--- src/rtl/seq_multiplier_pkg.sv ---
// Shared definitions for the sequential shift-add multiplier: operand and
// product widths, iteration count and the controller state encoding.
package seq_multiplier_pkg;

  localparam int OP_W   = 8;
  localparam int PROD_W = 16;
  localparam int ITER   = 8;
  // Wide enough to hold ITER itself so the increment on the last RUN
  // cycle does not wrap.
  localparam int CNT_W  = 4;

  typedef enum logic [1:0] {
    IDLE = 2'd0,
    RUN  = 2'd1,
    DONE = 2'd2
  } state_t;

endpackage

--- src/rtl/ripple_carry_adder.sv ---
// 8-bit ripple-carry adder used as the accumulate path of seq_multiplier.
module ripple_carry_adder
  import seq_multiplier_pkg::*;
(
  input  logic [OP_W-1:0] a,
  input  logic [OP_W-1:0] b,
  input  logic            cy_in,
  output logic [OP_W-1:0] sum,
  output logic            cy_out
);

  // Bit-serial carry chain, LSB to MSB.
  always_comb begin
    logic cy;
    sum = '0;
    cy  = cy_in;
    for (int i = 0; i < OP_W; i++) begin
      sum[i] = a[i] ^ b[i] ^ cy;
      cy     = (a[i] & b[i]) | (cy & (a[i] ^ b[i]));
    end
    cy_out = cy;
  end

endmodule

--- src/rtl/seq_multiplier.sv ---
// Unsigned 8x8 sequential shift-add multiplier. One partial product per
// cycle over eight RUN cycles; the result is presented for one DONE cycle
// and then held until the next start is accepted.
module seq_multiplier
  import seq_multiplier_pkg::*;
(
  input  logic              clk,
  input  logic              rst_n,
  input  logic              start,
  input  logic [OP_W-1:0]   a,
  input  logic [OP_W-1:0]   b,
  output logic              busy,
  output logic              done,
  output logic [PROD_W-1:0] product
);

  state_t              state;
  logic [OP_W-1:0]     m_reg;
  logic [OP_W-1:0]     q_reg;
  logic [OP_W-1:0]     acc;
  logic                c_reg;
  logic [CNT_W-1:0]    count;

  logic [OP_W-1:0]     add_sum;
  logic                add_cy;
  logic [OP_W-1:0]     acc_add;
  logic                c_add;
  logic [OP_W-1:0]     acc_shift;
  logic [OP_W-1:0]     q_shift;
  logic                c_shift;

  // Carry-in is tied low; the carry-out becomes C so the partial sum keeps
  // its ninth bit until the shift moves it into A.
  ripple_carry_adder u_adder (
    .a      (acc),
    .b      (m_reg),
    .cy_in  (1'b0),
    .sum    (add_sum),
    .cy_out (add_cy)
  );

  // One iteration: conditional add of M into {C,A}, then shift {C,A,Q} right.
  always_comb begin
    if (q_reg[0]) begin
      c_add   = add_cy;
      acc_add = add_sum;
    end else begin
      c_add   = c_reg;
      acc_add = acc;
    end
    c_shift   = 1'b0;
    acc_shift = {c_add, acc_add[OP_W-1:1]};
    q_shift   = {acc_add[0], q_reg[OP_W-1:1]};
  end

  // Controller and datapath registers; reset wins over start.
  always_ff @(posedge clk) begin
    if (!rst_n) begin
      state   <= IDLE;
      m_reg   <= '0;
      q_reg   <= '0;
      acc     <= '0;
      c_reg   <= 1'b0;
      count   <= '0;
      product <= '0;
    end else begin
      case (state)
        IDLE: begin
          if (start) begin
            m_reg   <= a;
            q_reg   <= b;
            acc     <= '0;
            c_reg   <= 1'b0;
            count   <= '0;
            product <= '0;
            state   <= RUN;
          end
        end
        RUN: begin
          acc   <= acc_shift;
          q_reg <= q_shift;
          c_reg <= c_shift;
          count <= count + CNT_W'(1);
          if (count == CNT_W'(ITER - 1)) begin
            product <= {acc_shift, q_shift};
            state   <= DONE;
          end
        end
        DONE: begin
          state <= IDLE;
        end
        default: begin
          state <= IDLE;
        end
      endcase
    end
  end

  // Status flags come straight from the state register.
  assign busy = (state == RUN);
  assign done = (state == DONE);

endmodule

--- config.mk ---
export PLATFORM = sky130hd
export DESIGN_NAME = seq_multiplier
export DESIGN_NICKNAME = d
export VERILOG_FILES = /design/src/rtl/seq_multiplier_pkg.sv /design/src/rtl/ripple_carry_adder.sv /design/src/rtl/seq_multiplier.sv
export SDC_FILE = /design/constraint.sdc
export NUM_CORES = 1
export LEC_CHECK = 0
export BUFFER_PORTS_ARGS = -buffer_cell sky130_fd_sc_hd__buf_2
export CORE_MARGIN = 8
export CORE_UTILIZATION = 25
export DETAILED_ROUTE_END_ITERATION = 12
export GPL_TIMING_DRIVEN = 1
export SLEW_MARGIN = 20
export SYNTH_ARGS = -nofsm -noshare
export SYNTH_HDL_FRONTEND = slang
export SYNTH_SLANG_ARGS = --single-unit
--- constraint.sdc ---
create_clock -name clk -period 8.2 [get_ports clk]
set_input_delay 0.82 -clock clk [delete_from_list [all_inputs] [get_ports clk]]
set_output_delay 0.82 -clock clk [all_outputs]
set_load 0.01 [all_outputs]
==> results by group <==
Power and ir drop
  • Switching share of total power: 0.252
  • Int Pwr: between 0.0003 and 0.0004 W
  • Clock power share: 0.338
  • Sw power: roughly 0.00011 W
  • Power share of the combinational group: 0.089
  • Flop pwr share: 0.573
  • Leak pwr: 0.958 nW
  • VDD IR max: approximately 0.070 mV
  • Power per standard cell area: 175 nW/um2

Yosys
  • Netlist Area Pre-Place: approximately 2100 um2
  • Post-synth top area cell: dfxtp_1
  • Synth top area cells: dfxtp_1 (44%), fa_1 (6.7%), a21oi_1 (4.3%)
  • Synth Area in Compound Gates: 0.187
  • Synth Area in Simple Gates: 0.187
  • Post-synthesis average cell area: between 9 and 10 um2
  • Xor-xnor portion of the synthesized cell area: 0
  • #FFs+latches synth: 46
  • Seq/Total Area, Yosys: 0.438
  • Share of the synthesized area in the top cell type: 0.438
  • Synth unique cells: 40
  • Mapped Nets: ~250
  • Largest family of logic cells by synthesized area: simple AND/OR/NAND/NOR gates
  • Mapped Cells: around 230
  • Multiplexer share of the synthesized area: 0.0423
  • Adder-cell area share of the yosys netlist: 0.0786
  • Yosys warnings: 0

Drt
  • Vias/cell: around 4.8
  • Drt pass-1 iters: 4
  • DRT antenna net count: 0
  • First-iteration detailed-routing DRC count: roughly 110
  • Residual DRC: 0
  • Post-Route WL: about 5200 um
  • Routed WL per cell: between 10 and 15 um
  • Vias: 1734

Layout
  • Storage cell area: slightly above 900 um2
  • Ant. Diodes: 0
  • Area Overhead vs Synth: 13.9%
  • Largest Register: product
  • Max reg flops: 16
  • Post-Layout Cell Count: approximately 360
  • Layout cells sized above 1: 0.225
  • Fillers: 913
  • Number of nets in the layout: 280
  • Area occupied by multi-input gates: a little over 1000 um2

Timing
  • Hold Vio Cnt, Final: 0
  • Final setup fails: 0
  • Achievable Freq: between 200 and 300 MHz
  • Part of the cycle the worst path needs: 0.458
  • Setup TNS: 0 ps
  • Relative slew margins: 0.384
  • Minimum clock period: approximately 3800 ps
  • RSZ-0062 raised after global routing: false
  • Actual slew at the worst max-slew pin: 922 ps
  • Final setup skew: between 10 and 15 ps
  • Slew Limit Fails: 0

Clock network
  • Clock Tree Root: clkbuf_8
  • Total CTS buffers: 5
  • Clock Pin Slew Worst Setup and Hold Paths: about 90 ps
  • CTS tree: yes
  • H-tree Lvls: 2
  • Max Buffers Root-to-Sink: 2
  • Clk Latency, worst-skew pair: roughly 290 ps
  • CTS sink cnt: between 40 and 50
  • Count of hold-fix buffers inserted at cts: 0
  • Setup Fix Bufs, Post-CTS: 0
  • CTS resizes: 0

Global routing
  • Met3 Use GR: 0.0281
  • Tot GR Track Use: 0.0930
  • Gr busiest metal: met2
  • Vias in the first global route: ~1800
  • Largest net degree at the start of global routing: 29
  • Initial antenna violation count: 0
  • GRT met1 Usage: 0.117
  • Grt ovf: 0
  • First-pass GRT wire length: approximately 8800 um
  • Routing usage on met2: 0.151

Die
  • Core area: 8180 um2
  • Die Ht: around 110 um
  • # rows: 33
  • Area of the die: 11600 um2
  • Die width: around 110 um
  • Starting density of the core: 0.257
  • IO Pins: 37

Hold path
  • Hold/Removal Path Class: reg -> reg

Worst setup path
  • Arr. time, crit path: just under 4000 ps
  • WS Path Type: reg -> reg
  • Worst setup SP type: flop
  • CP endpoint kind: flop
  • Worst-path fanout max: 3
  • CP required: approximately 8400 ps

Placement
  • Cells after DPL: 350
  • DPL Wire Length: roughly 3700 um
  • GP Congestion: ~0.74
  • PortBufs: 36

Flow run
  • Number of max-cap violations: 0

Outcome
  • Status: completed
## worst paths after layout
kind | start | end | slack [ps] | cells after the start
worst min-delay path | m_reg[0] | m_reg[0] | 470 | 2
worst max register to register | acc[0] | acc[6] | 4440 | 13
worst max-delay path | acc[0] | acc[6] | 4440 | 13
worst min register to register | m_reg[0] | m_reg[0] | 470 | 2
## cell usage after synthesis
| master | number |
|---|---|
| nor3b_2 | 1 |
| o22ai_1 | 4 |
| clkbuf_1 | 3 |
| o2bb2ai_1 | 4 |
| nand3_1 | 15 |
| or3_1 | 1 |
| o21ai_0 | 14 |
| inv_1 | 6 |
| a21oi_1 | 18 |
| buf_2 | 8 |
| dfxtp_1 | 46 |
| mux2i_1 | 1 |
| mux2_2 | 7 |
| nand2_1 | 24 |
| nor2_1 | 14 |
| or3b_1 | 1 |
| a32oi_1 | 1 |
| nand3_2 | 2 |
| inv_2 | 1 |
| o21ba_2 | 1 |
| nand2b_4 | 1 |
| a211oi_1 | 1 |
| nand4b_1 | 1 |
| o211a_1 | 1 |
| buf_4 | 2 |
| fa_1 | 7 |
| nand4_1 | 10 |
| nand2b_1 | 1 |
| o211ai_1 | 2 |
| buf_6 | 4 |
| nand3b_1 | 1 |
| o21bai_1 | 1 |
| nor3_2 | 1 |
| nor3_1 | 2 |
| ha_1 | 2 |
| and3b_1 | 1 |
| a22oi_1 | 6 |
| a22o_1 | 5 |
| clkinv_1 | 1 |
| a31oi_1 | 4 |
## power groups by stage
| stage | registers (W) | logic (W) | clock network [W] |
|---|---|---|---|
| final | 0.000240 | 0.0000373 | 0.000142 |
| after global routing | 0.000241 | 0.0000429 | 0.000158 |
| after CTS | 0.000240 | 0.0000376 | 0.000147 |
| after detailed placement | 0.000245 | 0.0000373 | 0 |
| after global placement | 0.000244 | 0.0000369 | 0 |
| after floorplan | 0.000240 | 0.0000326 | 0 |
## placed cells by master, fill, tap and decap left out, drive strengths merged, types with 3 or more instances in the layout
cell,synthesis,layout
fa,7,7
o2bb2ai,4,4
o21ai,14,14
a22oi,6,6
nand3,17,17
inv,7,7
o22ai,4,4
buf,14,36
mux2,7,7
dfxtp,46,46
nand2,24,24
a31oi,4,4
clkbuf,3,7
nor2,14,14
nand4,10,10
a21oi,18,18
nor3,3,3
a22o,5,5
## worst max-delay path, cell delays in order, from the launching register on
cell and delay [ps]:
dfxtp_1 330, ha_1 200, fa_1 390, fa_1 390
fa_1 390, fa_1 390, fa_1 360, inv_1 80
fa_1 170, inv_1 50, fa_1 420, mux2_2 280
a22oi_1 140, nor2_1 60
## layer usage
metal,wire [um],vias up
met5,0,-
met4,37,0
met3,318,4
met2,2500,48
met1,2370,818
li1,-,864
## final cells by class
| cell class | count | area share |
|---|---|---|
| clock buffers | 7 | 0.0361 |
| clock inverters | 1 | 0.00209 |
| inverters | 8 | 0.0125 |
| multi-input cells | 155 | 0.434 |
| flip-flops and latches | 46 | 0.385 |
| well taps | 105 | 0.0549 |
| repair buffers | 36 | 0.0753 |
## metrics by stage
step           cell area [um2]  total power, W   util  hold slack [ps]  setup WS, ps
2_1_floorplan             2100        0.000273      -              436          4610
3_3_place_gp              2300        0.000281  0.282              446          4520
3_5_place_dp              2300        0.000282  0.282              462          4430
4_1_cts                   2390        0.000424  0.293              474          4420
5_1_grt                   2390        0.000442  0.293              496          4190
6_report                  2390        0.000419  0.293              467          4440
## cell families (layout without fill, tap and decap cells)
family	count (synthesis)	count (layout)
AO/OA/AOI/OAI	62	62
multiplexers	8	8
adder cells (fa/ha/maj)	9	9
AND/OR/NAND/NOR	76	76
buffers and inverters	25	52
flip-flops	46	46
Power figures use the tool's default switching activity.
